===== config.mk =====
export PLATFORM = sky130hd
export DESIGN_NAME = alu_byte_sequencer
export DESIGN_NICKNAME = d
export VERILOG_FILES = /design/src/rtl/alu_byte_sequencer_pkg.sv /design/src/rtl/alu_byte_sequencer.sv
export SDC_FILE = /design/constraint.sdc
export NUM_CORES = 1
export LEC_CHECK = 0
export BUFFER_PORTS_ARGS = -buffer_cell sky130_fd_sc_hd__buf_4
export CAP_MARGIN = 20
export CORE_MARGIN = 5
export CORE_UTILIZATION = 50
export DETAILED_ROUTE_END_ITERATION = 8
export PLACE_DENSITY = 0.75
export SLEW_MARGIN = 40
export SYNTH_ARGS = -nofsm -noshare
export SYNTH_HDL_FRONTEND = slang
export SYNTH_SLANG_ARGS = --single-unit

===== constraint.sdc =====
create_clock -name clk -period 3.1 [get_ports clk]
set_input_delay 0.155 -clock clk [delete_from_list [all_inputs] [get_ports clk]]
set_output_delay 0.155 -clock clk [all_outputs]
set_load 0.005 [all_outputs]

===== src/rtl/alu_byte_sequencer_pkg.sv =====
// Shared encodings for the byte-serial ALU sequencer and the 8-bit alu_module it drives.
// The opcode encoding is the one alu_module decodes.
package alu_byte_sequencer_pkg;

  typedef enum logic [1:0] {
    OP_PASS = 2'b00,
    OP_ADD  = 2'b01,
    OP_SUB  = 2'b10,
    OP_ZERO = 2'b11
  } alu_op_e;

  typedef enum logic [1:0] {
    S_IDLE = 2'b00,
    S_RUN  = 2'b01,
    S_DONE = 2'b10
  } seq_state_e;

  // Carry out of bit 7 recovered from the operand MSBs and the sum MSB.
  function automatic logic byte_carry(input logic a7, input logic b7, input logic y7);
    return (a7 & b7) | ((a7 | b7) & ~y7);
  endfunction

endpackage


===== src/rtl/alu_byte_sequencer.sv =====
// Streams one wide command through the external 8-bit ALU, LSB byte first, chaining carry,
// and returns the assembled result with carry-out and signed overflow on a valid/ready response.
module alu_byte_sequencer
  import alu_byte_sequencer_pkg::*;
#(
  parameter int NBYTES = 4
) (
  input  logic                  clk,
  input  logic                  rst,
  input  logic                  cmd_valid,
  output logic                  cmd_ready,
  input  logic [1:0]            cmd_op,
  input  logic [8*NBYTES-1:0]   cmd_a,
  input  logic [8*NBYTES-1:0]   cmd_b,
  input  logic                  cmd_cin,
  output logic [7:0]            alu_a,
  output logic [7:0]            alu_b,
  output logic                  alu_cy,
  output logic [1:0]            alu_op,
  input  logic [7:0]            alu_y,
  input  logic                  alu_st,
  output logic                  rsp_valid,
  input  logic                  rsp_ready,
  output logic [8*NBYTES-1:0]   rsp_y,
  output logic                  rsp_cout,
  output logic                  rsp_ovf
);

  localparam int W  = 8 * NBYTES;
  localparam int IW = (NBYTES > 1) ? $clog2(NBYTES) : 1;
  localparam logic [IW-1:0] LAST_IDX = IW'(NBYTES - 1);

  seq_state_e    state_q;
  alu_op_e       op_q;
  alu_op_e       cmd_op_e;
  logic [IW-1:0] idx_q;
  logic [IW+2:0] base;
  logic [W-1:0]  a_q, b_q, acc_q, acc_d, rsp_y_q;
  logic          carry_q, carry_d, ovf_run_q;
  logic          rsp_cout_q, rsp_ovf_q;
  logic          cmd_ready_q, rsp_valid_q;
  logic          op_is_arith;

  assign cmd_op_e    = alu_op_e'(cmd_op);
  assign op_is_arith = (op_q == OP_ADD) || (op_q == OP_SUB);
  assign base        = {idx_q, 3'b000};

  // SUB is run through the ALU as an add of the pre-inverted B with carry-in 1.
  always_comb begin
    alu_a  = '0;
    alu_b  = '0;
    alu_cy = 1'b0;
    alu_op = OP_PASS;
    if (state_q == S_RUN) begin
      alu_a  = a_q[base +: 8];
      alu_b  = b_q[base +: 8];
      alu_cy = carry_q;
      alu_op = op_is_arith ? OP_ADD : op_q;
    end
  end

  always_comb begin
    acc_d            = acc_q;
    acc_d[base +: 8] = alu_y;
    carry_d          = op_is_arith ? byte_carry(alu_a[7], alu_b[7], alu_y[7]) : 1'b0;
  end

  // DONE publishes the finished word one cycle after the last byte, then holds it for the handshake.
  always_ff @(posedge clk) begin
    // NOTE: all sequential state is updated with <= so every branch sees pre-edge values.
    if (rst) begin
      state_q     <= S_IDLE;
      op_q        <= OP_PASS;
      idx_q       <= '0;
      a_q         <= '0;
      b_q         <= '0;
      acc_q       <= '0;
      carry_q     <= 1'b0;
      ovf_run_q   <= 1'b0;
      rsp_y_q     <= '0;
      rsp_cout_q  <= 1'b0;
      rsp_ovf_q   <= 1'b0;
      cmd_ready_q <= 1'b1;
      rsp_valid_q <= 1'b0;
    end else begin
      case (state_q)
        S_IDLE: begin
          if (cmd_valid) begin
            op_q        <= cmd_op_e;
            a_q         <= cmd_a;
            b_q         <= (cmd_op_e == OP_SUB) ? ~cmd_b : cmd_b;
            carry_q     <= (cmd_op_e == OP_SUB) ? 1'b1 : ((cmd_op_e == OP_ADD) ? cmd_cin : 1'b0);
            idx_q       <= '0;
            cmd_ready_q <= 1'b0;
            state_q     <= S_RUN;
          end
        end
        S_RUN: begin
          acc_q   <= acc_d;
          carry_q <= carry_d;
          if (idx_q == LAST_IDX) begin
            ovf_run_q <= op_is_arith & alu_st;
            idx_q     <= '0;
            state_q   <= S_DONE;
          end else begin
            idx_q <= idx_q + IW'(1);
          end
        end
        S_DONE: begin
          if (!rsp_valid_q) begin
            rsp_y_q     <= acc_q;
            rsp_cout_q  <= carry_q;
            rsp_ovf_q   <= ovf_run_q;
            rsp_valid_q <= 1'b1;
          end else if (rsp_ready) begin
            rsp_valid_q <= 1'b0;
            cmd_ready_q <= 1'b1;
            state_q     <= S_IDLE;
          end
        end
        default: begin
          state_q     <= S_IDLE;
          cmd_ready_q <= 1'b1;
          rsp_valid_q <= 1'b0;
        end
      endcase
    end
  end

  assign cmd_ready = cmd_ready_q;
  assign rsp_valid = rsp_valid_q;
  assign rsp_y     = rsp_y_q;
  assign rsp_cout  = rsp_cout_q;
  assign rsp_ovf   = rsp_ovf_q;

endmodule


# After elaboration in Yosys (flattened, before gate mapping)
# Cells that the tools add are included.
[word_totals]
register_bits = 140
input_bits = 80
[op_classes]
addsub = 2
eq_ne = 11
n_shift = 4
muxes = 27
n_bitwise = 9
reduce_logical = 10
[ops]
columns = ["operator", "count"]
rows = [
  ["indexed part select 32 x 6 -> 8 bit", 2],
  ["bitwise mux 32 bit", 1],
  ["2-to-1 mux 32 bit", 1],
  ["inverter 32 bit", 1],
  ["variable shift 8 x 7 -> 32 bit, first input constant", 1],
  ["indexed part select 8 x 7 -> 32 bit", 1],
  ["2-to-1 mux 2 bit", 8],
  ["2-to-1 mux 8 bit", 2],
  ["2-to-1 mux 1 bit", 10],
  ["equality test 2 bit, second input constant", 4],
  ["AND reduction 2 bit", 4],
  ["AND reduction 4 bit", 2],
  ["negation 5 -> 7 bit", 1],
  ["equality test 2 x 1 -> 1 bit, second input constant", 3],
  ["!= test 2 bit, second input constant", 3],
  ["case mux 2 bit (3 select lines)", 1],
  ["case mux 1 bit (2 select lines)", 2],
  ["case mux 2 bit (2 select lines)", 1],
  ["bitwise AND 1 bit", 3],
  ["inverter 1 bit", 3],
  ["case mux 1 bit (3 select lines)", 1],
  ["adder 2 x 1 -> 2 bit, second input constant", 1],
  ["logical NOT 2 bit", 1],
  ["!= test 2 x 1 -> 1 bit, second input constant", 1],
  ["4 further kinds", 5],
]

# Longest topological paths before layout
# Gate-level depths: netlist of run 1.
[logic_depth]
depth_word = 7
mapped_depth = 8

# Least setup slack after synthesis of run 1
# Ideal clock, no wire load.
[synth_timing]
kind = "register -> register"
from = "reg idx_q[1]"
to = "reg acc_q[10]"
arrival_ns = 2.078
required_time_ns = 3.034
slack_ns = 0.955
stages_incl_launch_ff = 9
path_buffers = 2
period_less_slack_ns = 2.145
cell_sequence = "dfxtp_1 > clkbuf_1 > buf_2 > inv_1 > ha_1 > inv_1 > nor4_2 > a22oi_1 > nor2_1"
[synth_via]
elab_chain_len = 3
elab_cells_between_ends = 4
[synth_lines]
columns = ["element", "line", "rtl"]
rows = [
  ["from (decl)", "alu_byte_sequencer.sv:36", "logic [IW-1:0] idx_q;"],
  ["from (signal assigned)", "alu_byte_sequencer.sv:106", "idx_q <= idx_q + IW'(1);"],
  ["negation 5 -> 7 bit (*)", "alu_byte_sequencer.sv:64", "acc_d[base +: 8] = alu_y;"],
  ["indexed part select 8 x 7 -> 32 bit / variable shift 8 x 7 -> 32 bit (equally long branches)", "alu_byte_sequencer.sv:64", ""],
  ["bitwise mux 32 bit (*)", "alu_byte_sequencer.sv:64", ""],
  ["to (signal assigned)", "alu_byte_sequencer.sv:77", "acc_q <= '0;"],
  ["to (signal assigned)", "alu_byte_sequencer.sv:99", "acc_q <= acc_d;"],
  ["to (decl)", "alu_byte_sequencer.sv:38", "logic [W-1:0] a_q, b_q, acc_q, acc_d, rsp_y_q;"],
]
# Mark *: on every way between the ends. The rest lies on a longest branch, timed or not.
# A chain may end at the register's enable or synchronous reset.

# Final worst setup path of run 1
[layout_timing]
from = "reg idx_q[0]"
to = "out alu_a[7]"
[layout_via]
elab_chain_len = 2
[layout_lines]
columns = ["element", "line", "rtl"]
rows = [
  ["indexed part select 32 x 6 -> 8 bit", "alu_byte_sequencer.sv:55", "alu_a = a_q[base +: 8];"],
  ["2-to-1 mux 8 bit", "alu_byte_sequencer.sv:54", "if (state_q == S_RUN) begin"],
  ["to (decl)", "alu_byte_sequencer.sv:16", "output logic [7:0] alu_a,"],
]
# No other way between the ends.

==> impl.org, run 1 <==
** Run status
- Result of the run :: complete, no violations

** Timing
- Final worst-path cycle share :: 73.2%
- For this run, the top clock speed supported by timing is 440 MHz.
- Final number of hold-violating endpoints :: 0
- RSZ-0062 raised after global routing :: no
- Final setup violation count :: 0
- Summed over all failing endpoints, the final setup total negative slack is 0 ns.
- Worst setup skew after layout :: 0.00837 ns
- Relative slew slack :: 48.1%
- Tightest Pin Transition :: 0.779 ns
- The worst path in the final design needs a cycle of 2.27 ns, including I/O delays and setup.
- Slew Limit Fails :: 0

** Floorplanning
- Top-level I/O count :: 135
- Die Footprint :: 0.0138 sq mm
- Effective utilization at floorplan :: 50.7%
- Measured along the y axis, the die boundary spans 117 um.
- The total area inside the core boundary comes to 0.0114 sq mm.
- Die outline width :: 117 um
- Placement row count :: 39

** Clock tree
- The number of hold buffers added after CTS was 28.
- Clock-pin slew was measured on the worst setup and hold paths at 0.06 ns.
- Counting along the longest clock path gives a buffer depth of 2.
- The later pin in the worst-skew pair is clocked with a latency of 0.42 ns.
- Post-CTS setup buffers :: 0
- Number of instances resized during post-cts repair :: 0
- Clock tree from TritonCTS :: yes
- The tree is rooted in a sky130_fd_sc_hd__clkbuf_16.
- The clock tree synthesis step divided the H-tree into 4 levels.
- Number of sinks driven by the clock tree :: 140
- Number of buffers created by CTS :: 17

** Global routing
- Entering global routing, the biggest net connects 77 pins.
- Global routing used 7.56% of the available met3 tracks.
- Global routing consumed, over all layers together, 21.7% of the routing resources.
- For this run, global-route usage on met1 was measured as 25.9%.
- GR peak layer :: met2
- Met2 usage :: 36.0%
- For this run the aggregate overflow at the end of global routing stands at 0.
- The first global-routing pass estimated 24.7 mm of wire.
- Via count of the first global-routing pass :: 5,100
- The number of antenna violations at the first check in global routing was 0.

** Worst setup path
- STA classifies the critical path startpoint as a flop.
- Worst stage delay on the critical path :: 0.55 ns
- Cell-by-cell listing of the critical path :: buf_4 -> mux4_2 -> and2_1 -> buf_4
- STA puts the critical path data arrival time at 2.12 ns.
- Largest fanout of any net on the critical path :: 10
- STA classifies the critical path endpoint as an output port.
- The worst setup path is of the flop to output port kind.
- Slowest library cell on the worst path :: sky130_fd_sc_hd__mux4_2
- Most Frequent Cell on Critical Path :: sky130_fd_sc_hd__buf_4
- Data on the critical path is required at its endpoint by 2.94 ns.

** Cells and area
- 0 antenna diodes ended up in the layout.
- Area Growth Syn to Fin :: 35.3%
- End-of-flow core utilization :: 68.5%
- After routing the design area is 0.00779 sq mm.
- The net count of the finished layout is 882.
- The post-route netlist has 24.7% of its cells at a drive strength greater than 1.

** Synthesis
- Synthesized-area fraction occupied by adder cells :: 1.50%
- Unique cell type count in the Yosys netlist :: 30
- Counting flops and latches in the post-synthesis netlist gives 140.
- Ys Warns :: 0
- In this run the cell area of the synthesized design comes to 0.00576 sq mm.
- Sequential-to-total area share from yosys stat :: 48.7%
- Multiplexer fraction of the synthesized cell area :: 6.26%
- Area fraction of the dominant cell type after synthesis :: 48.7%
- By area, the combinational part of the netlist is dominated by simple AND/OR/NAND/NOR gates.
- Synthesized-area fraction occupied by ao, oa, aoi and oai cells :: 15.0%
- Cell count after synthesis :: 657
- Summing the areas of all xor and xnor instances in the mapped netlist gives 4.87% of the synthesized area.
- The synthesized design spends more area on one cell type than any other, namely sky130_fd_sc_hd__dfxtp_1.
- Top area cells in the synthesized netlist :: sky130_fd_sc_hd__dfxtp_1, sky130_fd_sc_hd__nand2_1, sky130_fd_sc_hd__a21oi_1
- Syn_nets :: 743
- Area share of and/or/nand/nor cells after synthesis :: 19.4%
- In this run the mean area of a mapped cell was 8.77 sq um.

** Place
- Buffers on Ports :: 134
- GP Congestion :: 0.810
- Summing all placed instances gives a cell area of 0.00688 sq mm.
- Hpwl dp :: 9.93 mm

** Pwr
- The worst-case IR drop observed on VDD is 298 uV.
- Power density normalized to cell area :: 584 mW/mm^2
- Post-route total power :: 4.55 mW
- Leak pwr :: 3.01 nW

** Detailed routing
- For this run, design rule violations remaining after detail routing come to 0.
- Detailed routing inserted a total of 5,084 vias.
- In the final routed layout, each cell accounts on average for 15.6 um.
- Detail Route Antenna Nets :: 0
- The pre-antenna-repair detailed-routing pass consisted of 5 iterations.
- Using the TritonRoute via totals, the vias-per-cell ratio works out to 5.34.
- Number of DRC violations after detailed-routing iteration 0 :: 342
- Final wirelength :: 14.8 mm

** Job
- Max-cap violations in this run came to 0.

** Worst hold path
- Class of the most critical hold timing path :: input pin to flop
==> per-stage QoR <==
stage / hold WS [ns] / worst slack [ns] / cells
3_5_place_dp: 0.413 / 0.939 / 892
6_report: 0.0173 / 0.830 / 952
4_1_cts: 0.000245 / 0.834 / 952
5_1_grt: 0.0135 / 0.704 / 952
2_1_floorplan: 0.291 / 0.955 / 657
3_3_place_gp: 0.404 / 1.02 / 890
==> critical path: cells and delay by family (launching register included) <==
kind          cells  cell delay, ns
mux               1            0.55
simple gates      1            0.18
flops             1            0.52
buf+inv           2            0.45
==> cell usage in the layout (no fill, tap or decap), types with 16 or more instances in the layout <==
cell,netlist,routed
sky130_fd_sc_hd__xnor2_1,32,32
sky130_fd_sc_hd__dfxtp_1,140,140
sky130_fd_sc_hd__a21oi_1,79,79
sky130_fd_sc_hd__a211oi_1,33,33
sky130_fd_sc_hd__and2_1,19,19
sky130_fd_sc_hd__a22oi_1,26,26
sky130_fd_sc_hd__dlygate4sd3_1,0,28
sky130_fd_sc_hd__nor2_1,63,62
sky130_fd_sc_hd__clkbuf_16,0,17
sky130_fd_sc_hd__mux4_2,16,16
sky130_fd_sc_hd__buf_4,1,140
sky130_fd_sc_hd__nand2_1,152,152
==> worst paths after layout <==
check,start,endpoint,slack (ns),depth (start not counted)
max,idx_q[0],alu_a[7],0.83,4
min,cmd_a[4],a_q[4],0.02,3
max reg2reg,idx_q[0],carry_q,0.92,5
min reg2reg,ovf_run_q,rsp_ovf,0.45,2
==> registers in the layout, summed over array words and instances (netlist names) <==
signal     cells
idx_q          2
cmd_ready      1
op_q           2
ovf_run_q      1
b_q           32
rsp_cout       1
rsp_y         32
rsp_valid      1
carry_q        1
acc_q         32
a_q           32
rsp_ovf        1
state_q        2
==> cell families after synthesis <==
group / after synthesis
AOI/OAI and AO/OA: 142
adders and majority gates: 7
DFF: 140
buffers and inverters: 58
xor gates and xnor gates: 32
and+or+nand+nor: 262
muxes: 16
==> power by group <==
group	internal [mW]	total [mW]	switching (mW)
clock	1.35	2.14	0.786
combinational	0.249	0.488	0.239
sequential	1.88	1.93	0.0475
total	3.48	4.55	1.07
==> Yosys cell counts, drive strengths merged <==
library cell,instances
a211oi,33
a21oi,79
a22oi,26
a311oi,1
a31oi,1
and2,19
buf,17
clkbuf,35
dfxtp,140
ha,6
inv,6
maj3,1
mux4,16
nand2,152
nand2b,6
nand3,8
nand3b,1
nand4,1
nor2,63
nor2b,4
nor3,2
nor3b,1
nor4,3
o21ai,1
o21bai,1
or2,1
or3b,1
xnor2,32
==> layer usage <==
metal	share of wire, %	vias up
met1	41	2369
met4	2.1	0
li1	-	2503
met5	0	-
met2	49	183
met3	7.4	29
==> final cells by class <==
| class | count | area (sq um) |
|---|---|---|
| Tap cell | 143 | 179 |
| Timing Repair Buffer | 172 | 1430 |
| Sequential cell | 140 | 2800 |
| Clock inverter | 13 | 194 |
| Multi-Input combinational cell | 459 | 2730 |
| Clock buffer | 19 | 433 |
| Inverter | 6 | 22.5 |
| Fill cell | 873 | 3580 |
(Power assumes the default switching activity.)
==> run 2, diff against run 1 <==
--- a/config.mk
+++ b/config.mk
@@ -8,7 +8,7 @@
 export BUFFER_PORTS_ARGS = -buffer_cell sky130_fd_sc_hd__buf_4
 export CAP_MARGIN = 20
 export CORE_MARGIN = 5
-export CORE_UTILIZATION = 50
+export CORE_UTILIZATION = 48
 export DETAILED_ROUTE_END_ITERATION = 8
 export PLACE_DENSITY = 0.75
 export SLEW_MARGIN = 40
==> constraint.sdc (replaced) <==
create_clock -name clk -period 1.9 [get_ports clk]
set_input_delay 0.095 -clock clk [delete_from_list [all_inputs] [get_ports clk]]
set_output_delay 0.095 -clock clk [all_outputs]
set_load 0.005 [all_outputs]
==> impl.org, run 2 (same netlist as run 1, synthesis figures left out) <==
** Clock tree
- Number of sinks driven by the clock tree :: 140 (unchanged)
- Deepest clock path buffer count :: 2 (unchanged)
- Source-to-sink clock delay at the later pin of the worst-skew pair :: 0.41 ns (about the same)
- In this run the clock root is driven by a sky130_fd_sc_hd__clkbuf_16.
- The post-CTS clock slew at the launch and capture registers of the worst setup and hold paths came to 0.05 ns (about the same).
- The level count of the clock H-tree was 4 (unchanged).
- Number of buffers created by CTS :: 17 (unchanged)
- TritonCTS built the clock tree.

** Timing
- Tmin final :: 1.87 ns
- Tightest Pin Transition :: 0.679 ns (-0.0992 ns)
- Final worst-path cycle share :: 98.3%
- Peak clock frequency supported by timing :: 535 MHz
- Slew Limit Fails :: 0 (unchanged)
- Worst setup skew after layout :: 0.0100 ns (+0.00167 ns)
- Setup repair after global routing could not meet its margin everywhere.
- Smallest setup slack after layout :: 0.0315 ns (-0.798 ns)
- Final number of hold-violating endpoints :: 0 (unchanged)
- The final setup violation count was 0 (unchanged).
- Relative slew slack :: 54.7% (+6.6 points)

** Global routing
- The largest net degree at the start of global routing came to 53 (-31%).
- The aggregate global-route resource usage came to 22.2% (+0.51 points).
- Initial antenna violation count :: 0 (unchanged)
- Total global routing overflow :: 0 (unchanged)
- The wire length of the first global-routing pass came to 25.7 mm (+4.3%).
- The via count of the first global-routing pass was 5,303 (+4.0%).

** Worst setup path
- Counting stages on the worst path, the most repeated cell is sky130_fd_sc_hd__buf_4.
- Cell-by-cell listing of the critical path :: buf_4 -> mux4_2 -> and2_1 -> buf_4
- Worst stage delay on the critical path :: 0.51 ns (-0.04 ns)
- In this run the critical register-to-register path is captured at carry_q.
- The worst setup path is of the flop to output port kind.
- The buffers plus inverters on the worst setup path was 2 (unchanged).
- Startpoint of the lowest-slack register-to-register path :: idx_q[0]
- Slowest library cell on the worst path :: sky130_fd_sc_hd__mux4_2
- Register-to-Register Setup Slack :: 0.06 ns (-0.86 ns)
- Kind of start point of the critical path :: flop
- The data arrival time of the critical path was 1.77 ns (-0.35 ns).
- In this design, the largest share of critical-path delay is due to multiplexers.
- The count of cells along the worst register-to-register path was 5 (unchanged).
- Worst path required time :: 1.80 ns (-1.14 ns)
- STA classifies the critical path endpoint as an output port.
- The highest fanout seen on the critical path is 4 (-6).

** Pwr
- Leak pwr :: 3.24 nW (+7.5%)
- Maximum vdd drop :: 710 uV (+140%)
- Post-route total power :: 7.14 mW (+57%)
- Power density normalized to cell area :: 860 mW/mm^2 (+47%)

** Cells and area
- The final design utilization was 69.7% (+1.2 points).
- The number of nets in the finished design is 926 (+5.0%).
- The antenna cell count came to 0 (unchanged).
- The count of placed standard cells in the final layout, fillers left out was 999 (+4.9%).
- Compared with the post-synthesis result, the final layout area differs by 44.2%.
- # fillers :: 875 (+0.23%)
- The library cell used most frequently in the layout, excluding fill and tap cells, is sky130_fd_sc_hd__nand2_1.
- The library cells used most frequently in the layout, excluding fill and tap cells, are sky130_fd_sc_hd__nand2_1, sky130_fd_sc_hd__dfxtp_1, sky130_fd_sc_hd__buf_4.
- Share of final-layout standard cells stronger than drive strength 1 :: 25.9% (+1.2 points)

** Floorplanning
- The die width is 120 um (+1.9%).
- The area of the core came to 0.0119 sq mm (+4.8%).
- Die Footprint :: 0.0143 sq mm (+3.8%)
- The total number of placement rows was 40 (+2.6%).
- Die Y-Extent :: 120 um (+1.9%)
- Effective utilization at floorplan :: 48.4% (-2.3 points)
- Top-level I/O count :: 135 (unchanged)

** Place
- The setup slack at placement was -0.0243 ns (-0.964 ns).
- Buffers on Ports :: 134 (unchanged)
- Hpwl dp :: 9.97 mm (+0.40%)
- The global placer's final weighted congestion was 0.798 (-1.4%).
- Placed insts :: 900 (+0.90%)

** Worst hold path
- The worst hold path terminates at b_q[11].
- Class of the most critical hold timing path :: input pin to flop
- In this run the most critical hold path is launched from cmd_b[11].
- Number of cells on the worst hold path :: 3 (unchanged)

** Detailed routing
- The post-detailed-route wirelength per cell is 15.9 um (+2.1%).
- The violation count after the first detailed-route iteration came to 353 (+3.2%).
- Number of DRC violations after detailed routing :: 0 (unchanged)
- The overall via count from detail_route was 5,288 (+4.0%).
- The antenna violation net count after detailed routing is 0 (unchanged).
- First-pass iteration count of the detailed router :: 6 (+1)
- Vias per std cell :: 5.29 (-0.88%)
- Final wirelength :: 15.9 mm (+7.1%)

** Run status
- The run finished with clean final reports.

** Job
- The max-capacitance violation count was 0 (unchanged).
[run 2: changes by cell type in the layout (fill, tap and decap cells not counted), moves of 3 or more]
cell                            change
sky130_fd_sc_hd__dlygate4sd3_1     +35
sky130_fd_sc_hd__nor4_4             +3
sky130_fd_sc_hd__buf_12             +5
sky130_fd_sc_hd__nor4_2             -3
sky130_fd_sc_hd__buf_6              +8
sky130_fd_sc_hd__dfxtp_1            -3
sky130_fd_sc_hd__and2_4             +8
sky130_fd_sc_hd__buf_4              -5
sky130_fd_sc_hd__clkinv_2           +3
sky130_fd_sc_hd__and2_1             -8
sky130_fd_sc_hd__bufinv_16          -3
[run 2: what timing repair did]
item / CTS / global route
endpoints found under the hold margin: 77 / 0
endpoints found under the setup margin: 21 / 40
pin swaps: 0 / 4
buffers inserted: 1 / 3
resized for setup: 8 / 24
hold buffers: 63 / 0
cloned: 1 / 0
[run 2: how the worst max path moves through the flow]
stage / from / end / slack, ns / cells past startpoint
floorplan: idx_q[1] / acc_q[10] / 0.06 / 8
global placement: idx_q[0] / acc_q[26] / 0.14 / 6
detailed placement: idx_q[0] / acc_q[16] / -0.02 / 7
CTS: idx_q[1] / alu_a[0] / 0.004 / 4
global route: idx_q[0] / alu_a[0] / -0.01 / 4
finish: idx_q[0] / alu_b[7] / 0.03 / 4
[run 2: tightest hold or removal path, delay by kind of cell]
family / cells / cell delay, ns
compound gates: 1 / 0.07
xor+xnor: 1 / 0.11
buf+inv: 1 / 0.08
[run 2: report_power, final]
group	total (mW)	switching, mW	internal [mW]
combinational	0.933	0.434	0.499
clock	3.07	1.21	1.86
sequential	3.14	0.0740	3.06
[run 2: stage by stage]
stage          TNS, ns  cell area, sq um  hold WS (ns)
3_3_place_gp         0              6960         0.343
4_1_cts              0              8200      0.000186
3_5_place_dp   -0.0318              6960         0.354
2_1_floorplan        0              5790         0.231
5_1_grt        -0.0486              8310       0.00545
6_report             0              8310       0.00111
[run 2: layout make-up]
class	instances	area, sq um	area share, %
Inverter	6	22.5	0.271
Clock inverter	10	93.8	1.13
Clock buffer	21	460	5.54
Tap cell	147	184	2.21
Sequential cell	140	2810	33.8
Multi-Input combinational cell	459	2800	33.8
Timing Repair Buffer	216	1930	23.3
[run 2: metal layers]
layer | up-vias | routed length (um) | track usage [%]
li1 | 2592 | - | -
met1 | 2475 | 6310 | 26.0
met2 | 195 | 8050 | 38.4
met3 | 26 | 1260 | 7.82
met4 | 0 | 280 | 6.51
met5 | - | 0 | 0
